## src/rtl/unified_mem_arb_if.sv

```systemverilog
// unified_mem_arb_if: bundles the CPU fetch port, the CPU data port and the
// single-port RAM port seen by the unified memory arbiter.
//   slave  : the arbiter's view (requests and RAM read data in)
//   master : the environment's view (CPU ports and RAM model)
interface unified_mem_arb_if #(
  parameter int AW = 32,
  parameter int DW = 32
);
  // Instruction-fetch port
  logic          i_req;
  logic [AW-1:0] i_addr;
  logic          i_gnt;
  logic          i_rvalid;
  logic [DW-1:0] i_rdata;

  // Data port
  logic          d_req;
  logic          d_we;
  logic [AW-1:0] d_addr;
  logic [DW-1:0] d_wdata;
  logic          d_gnt;
  logic          d_rvalid;
  logic [DW-1:0] d_rdata;

  // Unified RAM port (1-cycle read latency)
  logic          mem_en;
  logic          mem_we;
  logic [AW-1:0] mem_addr;
  logic [DW-1:0] mem_wdata;
  logic [DW-1:0] mem_rdata;

  modport slave (
    input  i_req, i_addr,
    output i_gnt, i_rvalid, i_rdata,
    input  d_req, d_we, d_addr, d_wdata,
    output d_gnt, d_rvalid, d_rdata,
    output mem_en, mem_we, mem_addr, mem_wdata,
    input  mem_rdata
  );

  modport master (
    output i_req, i_addr,
    input  i_gnt, i_rvalid, i_rdata,
    output d_req, d_we, d_addr, d_wdata,
    input  d_gnt, d_rvalid, d_rdata,
    input  mem_en, mem_we, mem_addr, mem_wdata,
    output mem_rdata
  );
endinterface

```

## src/rtl/unified_mem_arb.sv

```systemverilog
// unified_mem_arb: shares one synchronous single-port RAM between the CPU
// instruction-fetch port and the CPU data port.
//
// A three-state FSM (IDLE -> ISSUE -> RESP/IDLE) serialises accesses. The
// winner is chosen in IDLE or RESP and latched; ISSUE drives the RAM and the
// grant purely from registers, so no request input reaches a RAM or grant
// output combinationally. RESP flags read data valid for the owner and
// arbitrates again so reads can run back to back every two cycles.
//
// Build option:
//   UNIFIED_MEM_ARB_RR_EN  defined   -> round-robin between the two ports
//                                       when both request together.
//                          undefined -> fixed priority, data over fetch.
module unified_mem_arb #(
  parameter int AW = 32,
  parameter int DW = 32
) (
  input  logic             clk,
  input  logic             rst_n,
  unified_mem_arb_if.slave bus_io
);

  typedef enum logic [1:0] {
    IDLE  = 2'd0,
    ISSUE = 2'd1,
    RESP  = 2'd2
  } state_e;

  // Owner encoding: 1 = data port, 0 = fetch port.
  localparam logic OWN_I = 1'b0;
  localparam logic OWN_D = 1'b1;

  state_e        state_q, state_d;
  logic          owner_q, owner_d;
  logic          we_q, we_d;
  logic [AW-1:0] addr_q, addr_d;
  logic [DW-1:0] wdata_q, wdata_d;

  logic any_req;
  logic pick_d;

  assign any_req = bus_io.i_req | bus_io.d_req;

`ifdef UNIFIED_MEM_ARB_RR_EN
  // prio_d_q = 1 means the data port wins the next collision. After every
  // grant it points at the port that was not granted.
  logic prio_d_q, prio_d_d;

  // Round-robin preference register; starts favouring the data port.
  always_ff @(posedge clk or negedge rst_n) begin
    if (!rst_n) prio_d_q <= 1'b1;
    else        prio_d_q <= prio_d_d;
  end

  assign pick_d = bus_io.d_req & (~bus_io.i_req | prio_d_q);
`else
  // Fixed priority: any data request beats a fetch. Fetch may starve under
  // a continuous data request; that is accepted behaviour.
  assign pick_d = bus_io.d_req;
`endif

  // State and latched-access registers; reset abandons any access in flight.
  always_ff @(posedge clk or negedge rst_n) begin
    if (!rst_n) begin
      state_q <= IDLE;
      owner_q <= OWN_I;
      we_q    <= 1'b0;
      addr_q  <= '0;
      wdata_q <= '0;
    end else begin
      state_q <= state_d;
      owner_q <= owner_d;
      we_q    <= we_d;
      addr_q  <= addr_d;
      wdata_q <= wdata_d;
    end
  end

  // Next-state logic: arbitrate in IDLE and RESP, issue exactly one access in ISSUE.
  always_comb begin
    state_d = state_q;
    owner_d = owner_q;
    we_d    = we_q;
    addr_d  = addr_q;
    wdata_d = wdata_q;
`ifdef UNIFIED_MEM_ARB_RR_EN
    prio_d_d = prio_d_q;
`endif
    case (state_q)
      ISSUE: begin
        // Writes have no response phase, so they return straight to IDLE.
        state_d = we_q ? IDLE : RESP;
      end
      default: begin
        // IDLE and RESP are both arbitration cycles.
        if (any_req) begin
          state_d = ISSUE;
          owner_d = pick_d ? OWN_D : OWN_I;
          we_d    = pick_d & bus_io.d_we;
          addr_d  = pick_d ? bus_io.d_addr : bus_io.i_addr;
          wdata_d = pick_d ? bus_io.d_wdata : '0;
`ifdef UNIFIED_MEM_ARB_RR_EN
          prio_d_d = ~pick_d;
`endif
        end else begin
          state_d = IDLE;
        end
      end
    endcase
  end

  // Output decode from registered state only.
  logic in_issue, in_resp;
  assign in_issue = (state_q == ISSUE);
  assign in_resp  = (state_q == RESP);

  assign bus_io.mem_en    = in_issue;
  assign bus_io.mem_we    = in_issue & we_q;
  assign bus_io.mem_addr  = addr_q;
  assign bus_io.mem_wdata = wdata_q;

  assign bus_io.i_gnt    = in_issue & (owner_q == OWN_I);
  assign bus_io.d_gnt    = in_issue & (owner_q == OWN_D);
  assign bus_io.i_rvalid = in_resp  & (owner_q == OWN_I);
  assign bus_io.d_rvalid = in_resp  & (owner_q == OWN_D);

  // Read data is a direct wire from the RAM, qualified by the rvalids.
  assign bus_io.i_rdata = bus_io.mem_rdata;
  assign bus_io.d_rdata = bus_io.mem_rdata;

endmodule

```

## src/flat_wrapper.sv

```systemverilog
// flat-port wrapper written by rule: the top's interface ports become plain ports
module unified_mem_arb_flat 
#(
  parameter int AW = 32,
  parameter int DW = 32
)
  (clk, rst_n, bus_io_i_req, bus_io_i_addr, bus_io_i_gnt, bus_io_i_rvalid, bus_io_i_rdata, bus_io_d_req, bus_io_d_we, bus_io_d_addr, bus_io_d_wdata, bus_io_d_gnt, bus_io_d_rvalid, bus_io_d_rdata, bus_io_mem_en, bus_io_mem_we, bus_io_mem_addr, bus_io_mem_wdata, bus_io_mem_rdata);
  unified_mem_arb_if #(.AW(AW), .DW(DW)) bus_io_i ();
  input  logic clk;
  input  logic rst_n;
  input wire logic [$bits(bus_io_i.i_req)-1:0] bus_io_i_req;
  input wire logic [$bits(bus_io_i.i_addr)-1:0] bus_io_i_addr;
  output wire logic [$bits(bus_io_i.i_gnt)-1:0] bus_io_i_gnt;
  output wire logic [$bits(bus_io_i.i_rvalid)-1:0] bus_io_i_rvalid;
  output wire logic [$bits(bus_io_i.i_rdata)-1:0] bus_io_i_rdata;
  input wire logic [$bits(bus_io_i.d_req)-1:0] bus_io_d_req;
  input wire logic [$bits(bus_io_i.d_we)-1:0] bus_io_d_we;
  input wire logic [$bits(bus_io_i.d_addr)-1:0] bus_io_d_addr;
  input wire logic [$bits(bus_io_i.d_wdata)-1:0] bus_io_d_wdata;
  output wire logic [$bits(bus_io_i.d_gnt)-1:0] bus_io_d_gnt;
  output wire logic [$bits(bus_io_i.d_rvalid)-1:0] bus_io_d_rvalid;
  output wire logic [$bits(bus_io_i.d_rdata)-1:0] bus_io_d_rdata;
  output wire logic [$bits(bus_io_i.mem_en)-1:0] bus_io_mem_en;
  output wire logic [$bits(bus_io_i.mem_we)-1:0] bus_io_mem_we;
  output wire logic [$bits(bus_io_i.mem_addr)-1:0] bus_io_mem_addr;
  output wire logic [$bits(bus_io_i.mem_wdata)-1:0] bus_io_mem_wdata;
  input wire logic [$bits(bus_io_i.mem_rdata)-1:0] bus_io_mem_rdata;
  assign bus_io_i.i_req = bus_io_i_req;
  assign bus_io_i.i_addr = bus_io_i_addr;
  assign bus_io_i_gnt = bus_io_i.i_gnt;
  assign bus_io_i_rvalid = bus_io_i.i_rvalid;
  assign bus_io_i_rdata = bus_io_i.i_rdata;
  assign bus_io_i.d_req = bus_io_d_req;
  assign bus_io_i.d_we = bus_io_d_we;
  assign bus_io_i.d_addr = bus_io_d_addr;
  assign bus_io_i.d_wdata = bus_io_d_wdata;
  assign bus_io_d_gnt = bus_io_i.d_gnt;
  assign bus_io_d_rvalid = bus_io_i.d_rvalid;
  assign bus_io_d_rdata = bus_io_i.d_rdata;
  assign bus_io_mem_en = bus_io_i.mem_en;
  assign bus_io_mem_we = bus_io_i.mem_we;
  assign bus_io_mem_addr = bus_io_i.mem_addr;
  assign bus_io_mem_wdata = bus_io_i.mem_wdata;
  assign bus_io_i.mem_rdata = bus_io_mem_rdata;
  unified_mem_arb #(.AW(AW), .DW(DW)) u_core (.clk(clk), .rst_n(rst_n), .bus_io(bus_io_i));
endmodule
```

## config.mk

```make
export PLATFORM = sky130hd
export DESIGN_NAME = unified_mem_arb_flat
export DESIGN_NICKNAME = d
export VERILOG_FILES = /design/src/rtl/unified_mem_arb_if.sv /design/src/rtl/unified_mem_arb.sv /design/src/flat_wrapper.sv
export SDC_FILE = /design/constraint.sdc
export NUM_CORES = 1
export LEC_CHECK = 0
export ABC_AREA = 1
export BUFFER_PORTS_ARGS = -buffer_cell sky130_fd_sc_hd__buf_2
export CAP_MARGIN = 15
export CORE_AREA = 2 2 103 105
export DETAILED_ROUTE_END_ITERATION = 8
export DIE_AREA = 0 0 105 107
export HOLD_SLACK_MARGIN = 0.12
export PLACE_DENSITY = 0.76
export SLEW_MARGIN = 40
export SYNTH_ARGS = -nofsm -noshare
export SYNTH_HDL_FRONTEND = slang
export SYNTH_SLANG_ARGS = --single-unit
```

## constraint.sdc

```tcl
create_clock -name clk -period 1.5 [get_ports clk]
set_input_delay 0.3 -clock clk [delete_from_list [all_inputs] [get_ports clk]]
set_output_delay 0.3 -clock clk [all_outputs]
set_load 0.005 [all_outputs]
```

# == Word level (Yosys, flattened, before mapping) ==
# Index checks and enable logic that the tools add are counted.
# word_totals
memories,0
ramBits,0
inputBits,133
register_bits,68
rom_bits,0
latch_bits,0
out_inout_bits,134
elab_cells,23
# op_classes
n_bitwise,9
n_mul,0
n_lt_le_gt_ge,0
eq_ne,2
mux,6
n_div,0
shifts,0
n_reduce_logical,1
add_sub_neg,0
# ops
cell,count
$mux 32,2
$and 1x1->1,6
$mux 2,2
$eq 2x1->1 const B,1
$eq 2x2->1 const B,1
$mux 1,2
$not 1->1,2
$reduce_and 2->1,1
$or 1x1->1,1

# == Logic depth before layout (Yosys ltp) ==
# depth
depth_word,3
ltp_mapped,7
depth_no_buf,5

# == Worst setup path before layout ==
# OpenSTA, ideal clock, no wires.
# synth_path
kind,reg2out
start,register u_core.state_q[0]
end,output bus_io_d_gnt
required_ps,1200
stages_incl_launch_ff,4
setup_slack_ps,385
n_path_buf,1
arrival_ps,815
path_cell_list,dfrtp_1 > nand2_1 > clkbuf_1 > nor2_1
# synth_via
elab_chain_len,2
# synth_lines
item,line_no,rtl
start: declaration,unified_mem_arb.sv:33,"state_e state_q, state_d;"
start signal: assignment,unified_mem_arb.sv:71,state_q <= state_d;
$eq 2x1->1,unified_mem_arb.sv:114,assign in_issue = (state_q == ISSUE);
$and 1x1->1,unified_mem_arb.sv:123,assign bus_io.d_gnt = in_issue & (owner_q == OWN_D);
end: declaration,flat_wrapper.sv:20,output wire logic [$bits(bus_io_i.d_gnt)-1:0] bus_io_d_gnt;
# Every way passes these cells.

# == Worst setup path after layout ==
# layout_path
start,register u_core.state_q[0]
end,output bus_io_d_rvalid
# layout_via
elab_chain_len,2
# layout_lines
item,line_no,rtl
$eq 2x2->1,unified_mem_arb.sv:115,assign in_resp = (state_q == RESP);
$and 1x1->1,unified_mem_arb.sv:125,assign bus_io.d_rvalid = in_resp & (owner_q == OWN_D);
end: declaration,flat_wrapper.sv:21,output wire logic [$bits(bus_io_i.d_rvalid)-1:0] bus_io_d_rvalid;
# Every way passes these cells.

==> flow_summary.json <==
{
  "clockBufferDepth": 2,
  "min_path_type": "in2reg",
  "post_dp_cell_area_um2": 4058,
  "synth_compound_area_frac": 0,
  "antenna_found_initial": 0,
  "synth_simple_gate_area_frac": 0.3395,
  "hold_violations": 0,
  "fp.dieArea_um2": 11240,
  "syn-num-nets": 601,
  "synthCells": 468,
  "avgSynthCellArea_um2": 7.521,
  "die_x_um": 105,
  "first_pass_iters": 5,
  "nets": 709,
  "p_per_area_nw_per_um2": 1724,
  "clk_pin_slew_ns": 0.07,
  "placed_cells": 697,
  "fillers": 1060,
  "gp_congestion": 0.7557,
  "final_util": 0.4278,
  "yosysWarningCount": 0,
  "setup_viol_count_final": 0,
  "fin_crit_sh": 0.9792,
  "cp.required_ns": 1.20,
  "synth_top_family_by_area": "simple AND/OR/NAND/NOR gates",
  "slew_violations": 0,
  "synth_area_leaders": "dfrtp_1 48%, nand2_1 28%, buf_4 15%",
  "initial_core_util": 0.3487,
  "grt_max_degree": 69,
  "clock_sinks": 68,
  "synth-seq-area-share": 0.4835,
  "top_layer_used": "met4",
  "wl_met2_um": 4456,
  "via_per_inst": 4.430,
  "overflow": 0,
  "grt_first_pass_wirelength_um": 14760,
  "finClkSkew_ns": 0.006975,
  "crit_fanout": 3,
  "synthAdderAreaFrac": 0,
  "drtIter0Drc": 219,
  "root_buffer": "clkbuf_8",
  "drt-met1-wl_um": 3672,
  "coreArea_um2": 10090,
  "synth_top_area_share": 0.4835,
  "period_minus_slack_ns": 1.469,
  "clkLatencyLatePin_ns": 0.33,
  "die_h_um": 107,
  "instances_no_fill": 716,
  "antenna_left": 0,
  "final_area_um2": 4318,
  "ys_seq_elements": 68,
  "ios": 267,
  "diodes": 0,
  "vias": 3172,
  "worstMarginPinSlew_ns": 0.6891,
  "place.detailed.hpwl_um": 6438,
  "wl_um": 8964,
  "fmax_ghz": 0.6808,
  "synth.cell_area_um2": 3520,
  "cp_data_arrival_time_ns": 1.17,
  "synth_area_leader_cell": "dfrtp_1",
  "grt_pass1_vias": 3149,
  "slew-limit-headroom": 0.5395,
  "total_leakage_power_nw": 2.635,
  "ff_latch_area_um2": 1703,
  "grt_usage": 0.1633,
  "synth_mux_area_frac": 0,
  "portBuffers": 170,
  "ir_drop_uv": 828.9,
  "drive_above_1_share": 0.3603,
  "end_kind": "output pin",
  "wl_met3_um": 658,
  "synthXorXnorAreaFrac": 0,
  "avgRoutedWirePerCell_um": 12.52,
  "area_delta_synth_final_pct": 22.68,
  "status": "completed",
  "ctsHtreeMaxLevel": 3,
  "drcViolationCount": 0,
  "multiInputGateArea_um2": 1254,
  "cts_tree": "yes",
  "cts_buffers": 9,
  "num_rows": 37,
  "synth_cell_types": 11,
  "critPathKind": "reg2out",
  "maxCapViolations": 0,
  "start_kind": "flop",
  "rsz0062_at_grt": "yes"
}
[registers in the layout, summed over array words and instances (netlist names)]
register,flops
u_core.owner_q,1
u_core.bus_io.mem_addr,32
u_core.we_q,1
u_core.bus_io.mem_wdata,32
u_core.state_q,2
[cells in the mapped netlist]
cell type / instances
nor2_1: 6
clkbuf_1: 8
buf_4: 68
dfrtp_1: 68
nand3_1: 33
nor2_2: 1
nand2_1: 264
nor3_1: 2
inv_2: 2
inv_1: 4
buf_2: 12
[cell families (layout without fill, tap and decap cells)]
logic type | after synthesis | count (layout)
buffers and inverters | 94 | 206
AND/OR/NAND/NOR | 306 | 306
flip-flops | 68 | 68
[report_power, final]
part | internal, mW | switching (mW) | total (mW)
Sequential | 2.67 | 0.495 | 3.17
Clock | 0.677 | 0.636 | 1.31
Combinational | 1.31 | 1.65 | 2.96
[routing by layer]
metal,vias to the layer above,GRT usage
met3,13,0.02918
li1,1570,-
met4,0,0.07619
met1,1418,0.1970
met5,-,0
met2,171,0.2834
[layout make-up]
class                   instances  share of cell area
repair buffers                185              0.2309
clock buffers                  13             0.03680
multi-input cells             306              0.2904
flip-flops and latches         68              0.3944
well taps                     136             0.03941
clock inverters                 2            0.002318
inverters                       6            0.005795
[cell usage in the layout, fill, tap and decap left out]
cell type / instances
inv_4: 1
buf_6: 1
clkbuf_1: 2
clkinv_2: 2
buf_12: 2
nor2_4: 4
inv_1: 4
clkbuf_8: 11
nand2_2: 1
nand2_1: 262
nor2_1: 2
nor3_2: 2
nor2_2: 1
dfrtp_2: 1
inv_2: 1
nand3_1: 33
buf_2: 169
dlygate4sd3_1: 1
dfrtp_1: 67
nand2_8: 1
buf_4: 12
[critical path, cell delays in order (launching register included)]
cell     delay, ns
dfrtp_1       0.39
buf_6         0.15
nor3_2        0.17
buf_2         0.13
[what timing repair did]
action                                  in CTS  in global routing
setup buffers                                2                  1
hold buffers                                 1                  0
endpoints found under the setup margin      17                  6
gates resized for setup                     10                  5
pin swaps                                    1                  3
endpoints found under the hold margin       68                  0
[metrics by stage]
stage / TNS [ns] / total power [mW] / worst slack (ns) / hold WS [ns]
2_1_floorplan: 0 / 4.644 / 0.3847 / 0.004409
3_3_place_gp: -4.439 / 5.854 / -0.1453 / 0.3287
3_5_place_dp: -0.7707 / 5.975 / -0.07870 / 0.3392
4_1_cts: 0 / 7.468 / 0.005395 / 0.1712
5_1_grt: -0.1089 / 8.080 / -0.03534 / 0.1884
6_report: 0 / 7.443 / 0.03116 / 0.1950
[path summary, 6_finish.rpt]
path / from / end / slack, ns / cells after the start
setup / recovery: u_core.state_q[0]$_DFF_PN0_ / bus_io_d_rvalid / 0.03 / 3
min in group asynchronous: rst_n / u_core.bus_io.mem_addr[27]$_DFFE_PN0P_ / 0.52 / 3
setup reg to reg: u_core.state_q[0]$_DFF_PN0_ / u_core.bus_io.mem_addr[28]$_DFFE_PN0P_ / 0.16 / 5
hold reg to reg: u_core.we_q$_DFFE_PN0P_ / u_core.state_q[1]$_DFF_PN0_ / 0.47 / 1
hold / removal: bus_io_d_wdata[17] / u_core.bus_io.mem_wdata[17]$_DFFE_PN0P_ / 0.19 / 3
max in group asynchronous: rst_n / u_core.state_q[1]$_DFF_PN0_ / 0.69 / 3
Power figures use the tool's default switching activity.
